[config.mk]
export PLATFORM = sky130hd
export DESIGN_NAME = mem_ctrl_flat
export DESIGN_NICKNAME = d
export VERILOG_FILES = /design/src/rtl/mem_ctrl_if.sv /design/src/rtl/mem_ctrl.sv /design/src/flat_wrapper.sv
export SDC_FILE = /design/constraint.sdc
export NUM_CORES = 1
export LEC_CHECK = 0
export ABC_AREA = 1
export BUFFER_PORTS_ARGS = -buffer_cell sky130_fd_sc_hd__buf_2
export CORE_ASPECT_RATIO = 0.5
export CORE_MARGIN = 3
export CORE_UTILIZATION = 50
export DETAILED_ROUTE_END_ITERATION = 6
export GPL_TIMING_DRIVEN = 1
export PLACE_DENSITY = 0.74
export SLEW_MARGIN = 20
export SYNTH_ARGS = -nofsm -noshare
export SYNTH_HDL_FRONTEND = slang
export SYNTH_SLANG_ARGS = --single-unit
[constraint.sdc]
create_clock -name clk -period 2.83 [get_ports clk]
set_clock_uncertainty 0.15 [all_clocks]
set_input_delay 0.566 -clock clk [delete_from_list [all_inputs] [get_ports clk]]
set_output_delay 0.566 -clock clk [all_outputs]
set_load 0.01 [all_outputs]
[src/rtl/mem_ctrl_if.sv]
// Byte-wide RAM owner bus: ifetch request, LSB request and external RAM port.
// The requesters and the RAM sit on the master side; mem_ctrl takes the slave side.
interface mem_ctrl_if #(
  parameter int ADDR_W = 32
);
  logic              if_en;
  logic [ADDR_W-1:0] if_addr;
  logic              if_done;
  logic [31:0]       if_data;

  logic              lsb_en;
  logic              lsb_rw;
  logic [ADDR_W-1:0] lsb_addr;
  logic [2:0]        lsb_len;
  logic [31:0]       lsb_w_data;
  logic              lsb_done;
  logic [31:0]       lsb_r_data;

  logic [7:0]        mem_din;
  logic [7:0]        mem_dout;
  logic [ADDR_W-1:0] mem_a;
  logic              mem_wr;

  modport master (
    output if_en, if_addr, lsb_en, lsb_rw, lsb_addr, lsb_len, lsb_w_data, mem_din,
    input  if_done, if_data, lsb_done, lsb_r_data, mem_dout, mem_a, mem_wr
  );

  modport slave (
    input  if_en, if_addr, lsb_en, lsb_rw, lsb_addr, lsb_len, lsb_w_data, mem_din,
    output if_done, if_data, lsb_done, lsb_r_data, mem_dout, mem_a, mem_wr
  );
endinterface

[src/rtl/mem_ctrl.sv]
// Sole owner of the byte-wide RAM port: arbitrates ifetch vs LSB and splits
// each access into little-endian byte cycles against a 1-cycle-latency RAM.
module mem_ctrl #(
  parameter int ADDR_W = 32,
  parameter int IF_LEN = 4
) (
  input  logic       clk,
  input  logic       rst,
  input  logic       rdy,
  input  logic       rollback,
  input  logic       io_buffer_full,
  mem_ctrl_if.slave  bus
);

  typedef enum logic [1:0] {IDLE, BUSY, DONE} state_t;

  localparam logic [2:0] IF_N = 3'(IF_LEN);

  state_t            state_q, state_nxt;
  logic              own_lsb_q, own_lsb_nxt;
  logic              rw_q, rw_nxt;
  logic [2:0]        len_q, len_nxt;
  logic [2:0]        cnt_q, cnt_nxt;
  logic              wr_q, wr_nxt;
  logic [ADDR_W-1:0] mem_a_q, mem_a_nxt;
  logic [7:0]        mem_dout_q, mem_dout_nxt;
  logic [31:0]       if_data_q, if_data_nxt;
  logic [31:0]       lsb_r_data_q, lsb_r_data_nxt;
  logic              pend_vld_q;

  logic [ADDR_W-1:0] addr_q, addr_nxt;
  logic [31:0]       wdata_q, wdata_nxt;
  logic [31:0]       rbuf_q, rbuf_nxt;
  logic [7:0]        pend_byte_q;

  logic [2:0]        req_len;
  logic [7:0]        byte_in;
  logic              stall;

  function automatic logic [2:0] clamp_len(input logic [2:0] len);
    return (len > 3'd4) ? 3'd4 : len;
  endfunction

  function automatic logic [7:0] get_lane(input logic [31:0] word, input logic [1:0] lane);
    return word[{lane, 3'b000} +: 8];
  endfunction

  function automatic logic [31:0] put_lane(input logic [31:0] word, input logic [1:0] lane,
                                           input logic [7:0] b);
    logic [31:0] w;
    w = word;
    w[{lane, 3'b000} +: 8] = b;
    return w;
  endfunction

  assign req_len = clamp_len(bus.lsb_len);
  // The byte returned during the first paused cycle is parked and used on resume,
  // since mem_a is held and the RAM keeps returning the next address meanwhile.
  assign byte_in = pend_vld_q ? pend_byte_q : bus.mem_din;
  assign stall   = rw_q && (addr_q[17:16] == 2'b11) && io_buffer_full;

  always_comb begin
    state_nxt      = state_q;
    own_lsb_nxt    = own_lsb_q;
    rw_nxt         = rw_q;
    len_nxt        = len_q;
    cnt_nxt        = cnt_q;
    wr_nxt         = wr_q;
    mem_a_nxt      = mem_a_q;
    mem_dout_nxt   = mem_dout_q;
    if_data_nxt    = if_data_q;
    lsb_r_data_nxt = lsb_r_data_q;
    addr_nxt       = addr_q;
    wdata_nxt      = wdata_q;
    rbuf_nxt       = rbuf_q;

    if (rdy) begin
      case (state_q)
        IDLE: begin
          if (bus.lsb_en) begin
            own_lsb_nxt = 1'b1;
            rw_nxt      = bus.lsb_rw;
            addr_nxt    = bus.lsb_addr;
            len_nxt     = req_len;
            wdata_nxt   = bus.lsb_w_data;
            cnt_nxt     = 3'd0;
            rbuf_nxt    = 32'd0;
            if (req_len == 3'd0) begin
              state_nxt = DONE;
            end else begin
              state_nxt    = BUSY;
              mem_a_nxt    = bus.lsb_addr;
              mem_dout_nxt = bus.lsb_w_data[7:0];
              wr_nxt       = bus.lsb_rw;
            end
          end else if (bus.if_en && !rollback) begin
            own_lsb_nxt = 1'b0;
            rw_nxt      = 1'b0;
            addr_nxt    = bus.if_addr;
            len_nxt     = IF_N;
            cnt_nxt     = 3'd0;
            rbuf_nxt    = 32'd0;
            state_nxt   = BUSY;
            mem_a_nxt   = bus.if_addr;
            wr_nxt      = 1'b0;
          end
        end

        BUSY: begin
          if (!own_lsb_q && rollback) begin
            state_nxt = IDLE;
            wr_nxt    = 1'b0;
          end else if (rw_q) begin
            if (!stall) begin
              if (cnt_q == len_q - 3'd1) begin
                state_nxt = DONE;
                wr_nxt    = 1'b0;
              end else begin
                cnt_nxt      = cnt_q + 3'd1;
                mem_a_nxt    = addr_q + ADDR_W'(cnt_q) + ADDR_W'(1);
                mem_dout_nxt = get_lane(wdata_q, 2'(cnt_q + 3'd1));
              end
            end
          end else begin
            // Byte for address addr+cnt-1 arrives now and lands in lane cnt-1.
            if (cnt_q != 3'd0) begin
              rbuf_nxt = put_lane(rbuf_q, 2'(cnt_q - 3'd1), byte_in);
            end
            if (cnt_q == len_q) begin
              state_nxt = DONE;
              if (own_lsb_q) lsb_r_data_nxt = rbuf_nxt;
              else           if_data_nxt    = rbuf_nxt;
            end else begin
              cnt_nxt = cnt_q + 3'd1;
              if (cnt_q + 3'd1 < len_q) begin
                mem_a_nxt = addr_q + ADDR_W'(cnt_q) + ADDR_W'(1);
              end
            end
          end
        end

        DONE: begin
          state_nxt = IDLE;
        end

        default: begin
          state_nxt = IDLE;
        end
      endcase
    end
  end

  always_ff @(posedge clk or negedge rst) begin
    if (!rst) state_q <= IDLE;
    else      state_q <= state_nxt;
  end

  always_ff @(posedge clk or negedge rst) begin
    if (!rst) begin
      own_lsb_q    <= 1'b0;
      rw_q         <= 1'b0;
      len_q        <= 3'd0;
      cnt_q        <= 3'd0;
      wr_q         <= 1'b0;
      mem_a_q      <= '0;
      mem_dout_q   <= 8'd0;
      if_data_q    <= 32'd0;
      lsb_r_data_q <= 32'd0;
      pend_vld_q   <= 1'b0;
    end else begin
      own_lsb_q    <= own_lsb_nxt;
      rw_q         <= rw_nxt;
      len_q        <= len_nxt;
      cnt_q        <= cnt_nxt;
      wr_q         <= wr_nxt;
      mem_a_q      <= mem_a_nxt;
      mem_dout_q   <= mem_dout_nxt;
      if_data_q    <= if_data_nxt;
      lsb_r_data_q <= lsb_r_data_nxt;
      pend_vld_q   <= !rdy;
    end
  end

  always_ff @(posedge clk) begin
    addr_q  <= addr_nxt;
    wdata_q <= wdata_nxt;
    rbuf_q  <= rbuf_nxt;
    if (!rdy && !pend_vld_q) pend_byte_q <= bus.mem_din;
  end

  assign bus.if_done    = (state_q == DONE) && !own_lsb_q && !rollback;
  assign bus.lsb_done   = (state_q == DONE) && own_lsb_q;
  assign bus.if_data    = if_data_q;
  assign bus.lsb_r_data = lsb_r_data_q;
  assign bus.mem_a      = mem_a_q;
  assign bus.mem_dout   = mem_dout_q;
  assign bus.mem_wr     = wr_q && rdy && !stall && (state_q == BUSY);

endmodule

[src/flat_wrapper.sv]
// flat-port wrapper written by rule: the top's interface ports become plain ports
module mem_ctrl_flat 
#(
  parameter int ADDR_W = 32,
  parameter int IF_LEN = 4
)
  (clk, rst, rdy, rollback, io_buffer_full, bus_if_en, bus_if_addr, bus_lsb_en, bus_lsb_rw, bus_lsb_addr, bus_lsb_len, bus_lsb_w_data, bus_mem_din, bus_if_done, bus_if_data, bus_lsb_done, bus_lsb_r_data, bus_mem_dout, bus_mem_a, bus_mem_wr);
  mem_ctrl_if #(.ADDR_W(ADDR_W)) bus_i ();
  input  logic clk;
  input  logic rst;
  input  logic rdy;
  input  logic rollback;
  input  logic io_buffer_full;
  input wire logic [$bits(bus_i.if_en)-1:0] bus_if_en;
  input wire logic [$bits(bus_i.if_addr)-1:0] bus_if_addr;
  input wire logic [$bits(bus_i.lsb_en)-1:0] bus_lsb_en;
  input wire logic [$bits(bus_i.lsb_rw)-1:0] bus_lsb_rw;
  input wire logic [$bits(bus_i.lsb_addr)-1:0] bus_lsb_addr;
  input wire logic [$bits(bus_i.lsb_len)-1:0] bus_lsb_len;
  input wire logic [$bits(bus_i.lsb_w_data)-1:0] bus_lsb_w_data;
  input wire logic [$bits(bus_i.mem_din)-1:0] bus_mem_din;
  output wire logic [$bits(bus_i.if_done)-1:0] bus_if_done;
  output wire logic [$bits(bus_i.if_data)-1:0] bus_if_data;
  output wire logic [$bits(bus_i.lsb_done)-1:0] bus_lsb_done;
  output wire logic [$bits(bus_i.lsb_r_data)-1:0] bus_lsb_r_data;
  output wire logic [$bits(bus_i.mem_dout)-1:0] bus_mem_dout;
  output wire logic [$bits(bus_i.mem_a)-1:0] bus_mem_a;
  output wire logic [$bits(bus_i.mem_wr)-1:0] bus_mem_wr;
  assign bus_i.if_en = bus_if_en;
  assign bus_i.if_addr = bus_if_addr;
  assign bus_i.lsb_en = bus_lsb_en;
  assign bus_i.lsb_rw = bus_lsb_rw;
  assign bus_i.lsb_addr = bus_lsb_addr;
  assign bus_i.lsb_len = bus_lsb_len;
  assign bus_i.lsb_w_data = bus_lsb_w_data;
  assign bus_i.mem_din = bus_mem_din;
  assign bus_if_done = bus_i.if_done;
  assign bus_if_data = bus_i.if_data;
  assign bus_lsb_done = bus_i.lsb_done;
  assign bus_lsb_r_data = bus_i.lsb_r_data;
  assign bus_mem_dout = bus_i.mem_dout;
  assign bus_mem_a = bus_i.mem_a;
  assign bus_mem_wr = bus_i.mem_wr;
  mem_ctrl #(.ADDR_W(ADDR_W), .IF_LEN(IF_LEN)) u_core (.clk(clk), .rst(rst), .rdy(rdy), .rollback(rollback), .io_buffer_full(io_buffer_full), .bus(bus_i));
endmodule
==> results of run 1 <==
worst max path at each step:
stage | from | endpoint | slack (ns) | cells after the start
global placement | u_core.cnt_q[0]$_DFFE_PN0P_ | u_core.bus.mem_a[26]$_DFFE_PN0P_ | 0.35 | 13
floorplan | bus_lsb_en | u_core.wdata_q[0]$_DFFE_PP_ | 0.23 | 4
detailed placement | u_core.cnt_q[1]$_DFFE_PN0P_ | u_core.bus.lsb_r_data[20]$_DFFE_PN0P_ | 0.24 | 9
finish | u_core.cnt_q[0]$_DFFE_PN0P_ | u_core.bus.mem_a[26]$_DFFE_PN0P_ | 0.24 | 13
CTS | u_core.cnt_q[1]$_DFFE_PN0P_ | u_core.bus.lsb_r_data[16]$_DFFE_PN0P_ | 0.22 | 9
global route | u_core.cnt_q[1]$_DFFE_PN0P_ | u_core.bus.mem_a[26]$_DFFE_PN0P_ | 0.05 | 12
timing repair:
| item | in CTS | in global routing |
|---|---|---|
| hold endpoints to repair | 47 | 0 |
| hold buffers | 1 | 0 |
| endpoints found under the setup margin | 0 | 4 |
| gates resized for setup | 0 | 1 |
synthesized netlist by cell type, types with 2 or more instances:
cell	number	area, um^2
a21boi_0	5	37.54
a21oi_1	8	40.04
a22o_1	3	26.28
a22oi_1	27	202.7
buf_1	3	11.26
buf_2	15	75.07
buf_4	3	22.52
buf_6	2	22.52
clkbuf_1	18	67.56
clkinv_1	3	11.26
dfrtp_1	116	2903
edfxtp_1	104	3123
ha_1	13	162.7
inv_1	62	232.7
inv_2	5	18.77
nand2_1	449	1685
nand2_2	4	25.02
nand3_1	86	430.4
nand3b_1	9	67.56
nand4_1	4	25.02
nor2_1	110	412.9
nor2_2	2	12.51
nor2_4	2	22.52
nor3_1	3	15.01
nor3_2	3	30.03
o21a_1	32	240.2
o21ai_0	57	285.3
o21ai_1	28	140.1
o21bai_1	4	30.03
o22ai_1	2	12.51
or2_2	6	37.54
xor2_1	5	43.79
per-stage QoR:
stage | hold WS, ns | total power [mW]
detailed placement | 0.3124 | 9.438
global placement | 0.3098 | 9.298
finish | 0.07564 | 12.11
floorplan | 0.1204 | 7.695
CTS | 0.05963 | 12.21
global route | 0.06068 | 12.97
area by class of cell:
type,instances,share of cell area [%]
inverters,70,2.071
well taps,266,2.624
repair buffers,246,10.63
clock buffers,31,4.675
multi-input cells,866,31.97
clock inverters,7,0.5326
flip-flops and latches,220,47.50
flip-flops by register name, indices dropped and copies added (netlist names):
signal	cells
u_core.wdata_q	32
u_core.len_q	3
u_core.own_lsb_q	1
u_core.bus.mem_dout	8
u_core.bus.if_data	32
u_core.wr_q	1
u_core.bus.mem_a	32
u_core.cnt_q	3
u_core.state_q	2
u_core.bus.lsb_r_data	32
u_core.addr_q	32
u_core.rw_q	1
u_core.rbuf_q	32
u_core.pend_vld_q	1
u_core.pend_byte_q	8
report_power, final:
part           total, mW  internal, mW  switching [mW]
Combinational       4.38          1.61            2.76
Sequential          4.98          4.43           0.550
Clock               2.76          1.55            1.20
metal layers:
| metal | up-vias | part of all wire, % |
|---|---|---|
| met3 | 47 | 7.0 |
| met4 | 0 | 2.1 |
| met5 | - | 0 |
| met1 | 4266 | 43 |
| met2 | 332 | 48 |
| li1 | 4408 | - |
worst max-delay path, stage by stage, from the launching register on:
cell and delay, ns:
dfrtp_1 0.35, inv_1 0.14, ha_1 0.26, fa_1 0.41
inv_1 0.09, nand3_1 0.06, nand2_1 0.13, nand2_1 0.18
nor2_1 0.26, nand2_1 0.09, nand2_1 0.06, nand3_1 0.10
nand3_1 0.12, nand2_1 0.05
cell families after synthesis:
logic type                 after synthesis  share of synthesized area, %
buffers and inverters                  112                         4.429
and+or+nand+nor                        681                         26.60
xor gates and xnor gates                 5                        0.4156
adders and majority gates               14                         1.734
DFF                                    220                         57.19
AOI/OAI and AO/OA                      166                         9.631
cells in the final DEF, fill, tap and decap left out, types with 6 or more instances in the layout:
cell type / Yosys / routed
a21oi_1: 8 / 8
a22oi_1: 27 / 27
buf_2: 15 / 220
buf_4: 3 / 21
clkbuf_1: 18 / 7
clkbuf_16: 0 / 21
dfrtp_1: 116 / 116
edfxtp_1: 104 / 104
ha_1: 13 / 13
inv_1: 62 / 62
nand2_1: 449 / 449
nand3_1: 86 / 86
nand3b_1: 9 / 9
nor2_1: 110 / 108
o21a_1: 32 / 32
o21ai_0: 57 / 57
o21ai_1: 28 / 28
or2_2: 6 / 6
==> results.json, run 1 <==
{
  "crit_path_end_kind": "flip-flop",
  "drt_iter0_markers": 710,
  "path_class": "flip-flop to flip-flop",
  "crit_arrival_ns": 2.83,
  "syn_to_final_growth_pct": 20.40,
  "crit_fanout": 5,
  "grt_pass1_wl_um": 44940,
  "hold_violations": 0,
  "drive_above_1_share_pct": 20.97,
  "postCtsSetupBuffers": 0,
  "grt_antenna_before_repair": 0,
  "vias_per_cell": 5.307,
  "std_cell_rows": 36,
  "min_to": "u_core.wdata_q[27]$_DFFE_PP_",
  "design_area_um2": 12690,
  "use_met2_pct": 41.74,
  "core_area_um2": 20040,
  "status": "completed",
  "clk_latency_ns": 0.52,
  "fin_crit_sh_pct": 91.37,
  "synth_area_um2": 10540,
  "final.setup.worst_slack_ns": 0.2442,
  "clk_pin_slew_ns": 0.06,
  "synth_flop_cell": "dfrtp_1",
  "tightest_slew_ns": 0.6937,
  "grt.total_usage_pct": 24.45,
  "antenna_cells": 0,
  "post-route-util_pct": 63.29,
  "grt_max_degree": 65,
  "dp_hpwl_um": 20550,
  "startpoint_type": "flip-flop",
  "met3_usage_pct": 4.800,
  "grt-ovfl-total": 0,
  "fmaxAchievable_ghz": 0.3867,
  "p_leak_nw": 6.037,
  "grt-busiest-layer": "met2",
  "final_cells": 1706,
  "vias": 9053,
  "gp_congestion": 0.9500,
  "ant_nets": 0,
  "fin_tns_setup_ns": 0,
  "ys_ff_latch": 220,
  "die_h_um": 108.6,
  "port_buffers": 221,
  "cts-root-buf": "clkbuf_16",
  "n_fill_cell": 1721,
  "dp_slack_ns": 0.2384,
  "async_reset_ff_share_pct": 52.73,
  "cts_tree": "built",
  "seq_area_frac_synth_pct": 57.19,
  "grt_pass1_vias": 8738,
  "required_ns": 3.07,
  "drc": 0,
  "p_per_area_nw_per_um2": 954.8,
  "fin_crit_ns": 2.586,
  "hold_path_depth": 1,
  "slew_violations": 0,
  "hp-start": "bus_lsb_w_data[27]",
  "yosys_warnings": 0,
  "drv_cap": 0,
  "cts.sinks": 220,
  "place_inst": 1667,
  "cts_made_buffers": 21,
  "r2r_start": "u_core.cnt_q[0]$_DFFE_PN0P_",
  "regArea_um2": 6026,
  "ir_worst_vdd_uv": 465.8,
  "reg2reg_slack_ns": 0.24,
  "start_util_pct": 52.57,
  "die_w_um": 211.3,
  "first_pass_iters": 5,
  "h-tree-depth": 1,
  "grt_use_met1_pct": 32.87,
  "synth_cells": 1198,
  "dpl_cell_area_um2": 12010,
  "reg2regPathDepth": 13,
  "synth_nets": 1327,
  "nets": 1554,
  "synth_cell_types": 37,
  "rsz0062_at_grt": "false",
  "multi_input_area_um2": 4055,
  "r2r-end": "u_core.bus.mem_a[26]$_DFFE_PN0P_",
  "setup_viol": 0,
  "synth-edff-count": 104,
  "die_area_um2": 22960,
  "wl_per_cell_um": 16.37,
  "maxSlewHeadroom_pct": 53.75,
  "io_pins": 222,
  "wl_um": 27930,
  "hp-class": "input pin to flip-flop",
  "clk_path_buf_depth": 3,
  "synth.avg_cell_area_um2": 8.795
}
(Power assumes the default switching activity.)
==> inputs of run 2 (changes only) <==
- PLACE_DENSITY: 0.74 -> 0.77
==> results.json, run 2 (synthesized netlist as in run 1, its figures left out) <==
{
  "ir_worst_vdd_uv": 446.1,
  "rsz0062_at_grt": "false",
  "syn_to_final_growth_pct": 20.41,
  "grt_pass1_vias": 8916,
  "grt-ovfl-total": 0,
  "post-route-util_pct": 63.30,
  "final_cells": 1705,
  "start_util_pct": 52.57,
  "cts_tree": "built",
  "drv_cap": 0,
  "status": "completed",
  "mostFrequentLayoutCells": "449 x nand2_1, 220 x buf_2, 116 x dfrtp_1, 108 x nor2_1, 104 x edfxtp_1",
  "hold_violations": 0,
  "netSwitchingFraction_pct": 37.65,
  "path_class": "flip-flop to flip-flop",
  "grt_pass1_wl_um": 45570,
  "wl_per_cell_um": 16.68,
  "io_pins": 222,
  "cts_made_buffers": 21,
  "tightest_slew_ns": 0.8045,
  "core_area_um2": 20040,
  "grt_max_degree": 65,
  "ant_nets": 0,
  "p_int_mw": 7.576,
  "clk_latency_ns": 0.51,
  "hp-class": "input pin to flip-flop",
  "grt.total_usage_pct": 25.03,
  "final_common_cell": "nand2_1",
  "startpoint_type": "flip-flop",
  "nets": 1553,
  "place_inst": 1666,
  "first_pass_iters": 5,
  "drive_above_1_share_pct": 21.06,
  "fin_crit_sh_pct": 92.57,
  "pwr-share-clk_pct": 22.4,
  "port_buffers": 221,
  "vias_per_cell": 5.362,
  "combPwrFrac_pct": 36.5,
  "setup_viol": 0,
  "p_leak_nw": 6.047,
  "maxSlewHeadroom_pct": 46.37,
  "vias": 9142,
  "crit_path_end_kind": "flip-flop",
  "dp_hpwl_um": 20700,
  "fmaxAchievable_ghz": 0.3817,
  "drt_iter0_markers": 733,
  "fin_crit_ns": 2.620,
  "power_switching_mw": 4.576,
  "die_area_um2": 22960,
  "cts-root-buf": "clkbuf_16",
  "holdWs_ns": 0.07653,
  "wl_um": 28440,
  "drc": 0,
  "slew_violations": 0,
  "crit_arrival_ns": 2.87,
  "gp_congestion": 0.9069,
  "fin_tns_setup_ns": 0,
  "clk_pin_slew_ns": 0.07,
  "crit_fanout": 8,
  "die_h_um": 108.6,
  "clk_path_buf_depth": 3,
  "grt_antenna_before_repair": 0,
  "antenna_cells": 0,
  "p_seq_share_pct": 41.0,
  "std_cell_rows": 36,
  "die_w_um": 211.3,
  "cts.sinks": 220,
  "postCtsSetupBuffers": 0,
  "p_per_area_nw_per_um2": 957.8,
  "h-tree-depth": 1,
  "required_ns": 3.08
}
run 2: layer usage:
metal  GRT usage, %  up-vias  part of all wire [%]
met3          4.082       46                   5.8
met4          6.396        0                   2.3
li1               -     4409                     -
met2          42.76      320                    48
met5              0        -                     0
met1          33.96     4367                    44
run 2: final timing paths:
check                           cells past startpoint  slack, ns                            endpoint                              from
worst max register to register                     13       0.21    u_core.bus.mem_a[20]$_DFFE_PN0P_       u_core.cnt_q[0]$_DFFE_PN0P_
min in group asynchronous                           2       0.53  u_core.bus.if_data[15]$_DFFE_PN0P_                               rst
max in group asynchronous                           3       1.29    u_core.bus.mem_a[17]$_DFFE_PN0P_                               rst
worst max-delay path                               13       0.21    u_core.bus.mem_a[20]$_DFFE_PN0P_       u_core.cnt_q[0]$_DFFE_PN0P_
worst min-delay path                                1       0.08        u_core.wdata_q[20]$_DFFE_PP_                bus_lsb_w_data[20]
worst min register to register                      2       0.32    u_core.bus.mem_a[21]$_DFFE_PN0P_  u_core.bus.mem_a[21]$_DFFE_PN0P_
run 2: layout make-up:
cell class / instances / area, um^2
Timing Repair Buffer: 245 / 1341
Clock inverter: 8 / 48.80
Clock buffer: 30 / 620.6
Multi-Input combinational cell: 866 / 4055
Fill cell: 1725 / 7357
Tap cell: 266 / 332.8
Sequential cell: 220 / 6026
Inverter: 70 / 262.8
run 2: per-stage QoR:
| stage | instance area (um^2) | worst slack (ns) | power, mW |
|---|---|---|---|
| floorplan | 10540 | 0.2290 | 7.695 |
| global route | 12690 | 0.01636 | 13.00 |
| finish | 12690 | 0.2103 | 12.15 |
| global placement | 12000 | 0.4105 | 9.316 |
| detailed placement | 12000 | 0.2818 | 9.461 |
| CTS | 12680 | 0.2514 | 12.23 |
run 2: worst max-delay path, cell delays in order, from the launching register on:
cell and delay, ns:
dfrtp_1 0.37, inv_1 0.14, ha_1 0.26, fa_1 0.40, inv_1 0.10, nand2_1 0.06
nand2_1 0.05, nand2_1 0.05, nor2_1 0.45, nand3_1 0.15, nand3_1 0.12, nand2_1 0.07
nand2_1 0.08, nand2_1 0.06
run 2: power groups by stage:
stage               combinational [mW]  sequential (mW)  clock, mW
floorplan                         2.47             5.23          0
global placement                  4.31             5.00          0
detailed placement                4.43             5.03          0
CTS                               4.46             4.98       2.78
global route                      4.97             5.10       2.92
finish                            4.44             4.99       2.72
run 2: what timing repair did:
action                                 in CTS  in global routing
hold buffers                                1                  0
resized for setup                           0                  1
setup endpoints to repair                   0                  5
endpoints found under the hold margin       2                  0
==> inputs of run 3 (changes only) <==
- CELL_PAD_IN_SITES_DETAIL_PLACEMENT: default -> 1
- CELL_PAD_IN_SITES_GLOBAL_PLACEMENT: default -> 2
- CORE_UTILIZATION: 50 -> 30
- CTS_BUF_LIST: default -> sky130_fd_sc_hd__clkbuf_4
- PLACE_DENSITY: 0.77 -> default
- PLACE_DENSITY_LB_ADDON: default -> 0.1
==> results.json, run 3 (synthesized netlist as in run 1, its figures left out) <==
{
  "slowest_delay_ns": 0.39,
  "ant_nets": 0,
  "drive_above_1_share_pct": 23.27,
  "wl_met3_um": 1269,
  "start_util_pct": 31.16,
  "required_ns": 3.28,
  "r2r-end": "u_core.bus.mem_dout[7]$_DFFE_PN0P_",
  "wl_um": 35560,
  "std_cell_rows": 47,
  "hp-class": "input pin to flip-flop",
  "gp_congestion": 0.8433,
  "maxSlewHeadroom_pct": 48.92,
  "hold_violations": 0,
  "cts-root-buf": "clkbuf_4",
  "setup_viol": 0,
  "grt-ovfl-total": 0,
  "drt-met1-wl_um": 15550,
  "dp_hpwl_um": 24790,
  "die_area_um2": 37540,
  "slew_violations": 0,
  "status": "completed",
  "crit_fanout": 10,
  "path_cells": "inv_1 > buf_4 > ha_1 > buf_4 > nand2_1 > clkinvlp_4 > buf_4 > a22o_1 > o21ai_0 > nand2_1 > nand2_1 > nand2_1",
  "dp_slack_ns": 0.07804,
  "crit_buf_inv": 5,
  "fin_tns_setup_ns": 0,
  "clk_pin_slew_ns": 0.08,
  "grt_max_degree": 65,
  "h-tree-depth": 2,
  "rsz0062_at_grt": "false",
  "startpoint_type": "flip-flop",
  "vias_per_cell": 4.674,
  "met2WireLength_um": 18210,
  "drc": 0,
  "die_w_um": 271.0,
  "dpl_cell_area_um2": 12310,
  "fin_crit_sh_pct": 93.38,
  "p_per_area_nw_per_um2": 887.9,
  "die_h_um": 138.5,
  "cts_tree": "built",
  "clk_latency_ns": 0.74,
  "drt_iter0_markers": 389,
  "first_pass_iters": 4,
  "drv_cap": 0,
  "clk_path_buf_depth": 3,
  "wl_per_cell_um": 17.05,
  "path_class": "flip-flop to flip-flop",
  "core_area_um2": 33810,
  "fmaxAchievable_ghz": 0.3784,
  "critPathTopFamily": "buffers and inverters",
  "crit_path_end_kind": "flip-flop",
  "tightest_slew_ns": 0.7633,
  "crit_arrival_ns": 3.09,
  "io_pins": 222,
  "crit_slowest_cell": "ha_1",
  "design_area_um2": 14190,
  "grt.total_usage_pct": 19.00,
  "grt_antenna_before_repair": 1,
  "final_common_cell": "nand2_1",
  "ir_worst_vdd_uv": 343.1,
  "port_buffers": 221,
  "vias": 9750,
  "p_leak_nw": 6.670,
  "cts.sinks": 220,
  "reg2reg_slack_ns": 0.19,
  "hold_path_depth": 3,
  "final.setup.worst_slack_ns": 0.1873,
  "top_layer_used": "met4",
  "hp-start": "bus_if_addr[7]",
  "mostFrequentLayoutCells": "449 x nand2_1, 220 x buf_2, 116 x dfrtp_1, 111 x dlygate4sd3_1, 108 x nor2_1",
  "r2r_start": "u_core.cnt_q[0]$_DFFE_PN0P_",
  "grt_pass1_wl_um": 57450,
  "cpMostUsedCell": "nand2_1",
  "syn_to_final_growth_pct": 34.71,
  "reg2regPathDepth": 12,
  "nets": 1704,
  "cts_made_buffers": 56,
  "grt_pass1_vias": 10660,
  "min_to": "u_core.addr_q[7]$_DFFE_PP_",
  "fin_crit_ns": 2.643,
  "holdWs_ns": 0.08454
}
==> run 3: cell count changes in the layout (fill, tap and decap cells not counted), sizes merged <==
cell / before / now
clkbuf: 30 / 93
clkinvlp: 0 / 1
dlygate4sd3: 1 / 111
diode: 0 / 1
clkinv: 9 / 10
buf: 244 / 250
==> run 3: cell type report <==
cell class | count | area [um^2]
diodes | 1 | 2.502
clock buffers | 93 | 698.2
clock inverters | 10 | 48.80
fillers | 4071 | 19620
inverters | 70 | 266.5
multi-input cells | 866 | 4066
flip-flops and latches | 220 | 6026
well taps | 465 | 581.8
repair buffers | 361 | 2504
==> run 3: what timing repair did <==
action	in CTS	in global routing
hold buffers	111	0
setup endpoints to repair	1	34
gates resized for setup	1	5
gates cloned	0	0
endpoints found under the hold margin	177	0
setup buffers	0	0
==> run 3: worst max-delay path by stage <==
stage	to	cells past startpoint	from	slack, ns
after floorplan	u_core.wdata_q[0]$_DFFE_PP_	4	bus_lsb_en	0.23
after global placement	u_core.bus.lsb_r_data[19]$_DFFE_PN0P_	10	u_core.cnt_q[0]$_DFFE_PN0P_	0.16
after detailed placement	u_core.bus.lsb_r_data[16]$_DFFE_PN0P_	10	u_core.cnt_q[0]$_DFFE_PN0P_	0.08
after CTS	u_core.bus.mem_a[7]$_DFFE_PN0P_	12	u_core.cnt_q[1]$_DFFE_PN0P_	0.13
after global routing	u_core.bus.mem_dout[7]$_DFFE_PN0P_	12	u_core.cnt_q[0]$_DFFE_PN0P_	0.01
final	u_core.bus.mem_dout[7]$_DFFE_PN0P_	12	u_core.cnt_q[0]$_DFFE_PN0P_	0.19
==> run 3: power by group <==
part           switching, mW  total (mW)  internal, mW
sequential             0.530        4.96          4.43
combinational           2.96        4.75          1.79
clock                   1.41        2.90          1.48
total                   4.90        12.6          7.70
==> run 3: stage by stage <==
stage / std cells / util (%) / power, mW
final: 2086 / 41.98 / 12.60
after detailed placement: 1871 / 36.40 / 9.698
after global placement: 1871 / 36.40 / 9.570
after global routing: 2086 / 41.98 / 13.66
after CTS: 2085 / 41.91 / 12.83
after floorplan: 1198 / - / 7.695
==> run 3: worst min-delay path, stage by stage <==
cell and delay [ns]:
buf_2 0.07, o21ai_0 0.11, inv_1 0.08
==> run 3: routing by layer <==
metal,track usage [%],vias up
met5,0,-
met4,4.449,0
met3,3.792,45
met2,34.76,150
met1,23.05,4800
li1,-,4755
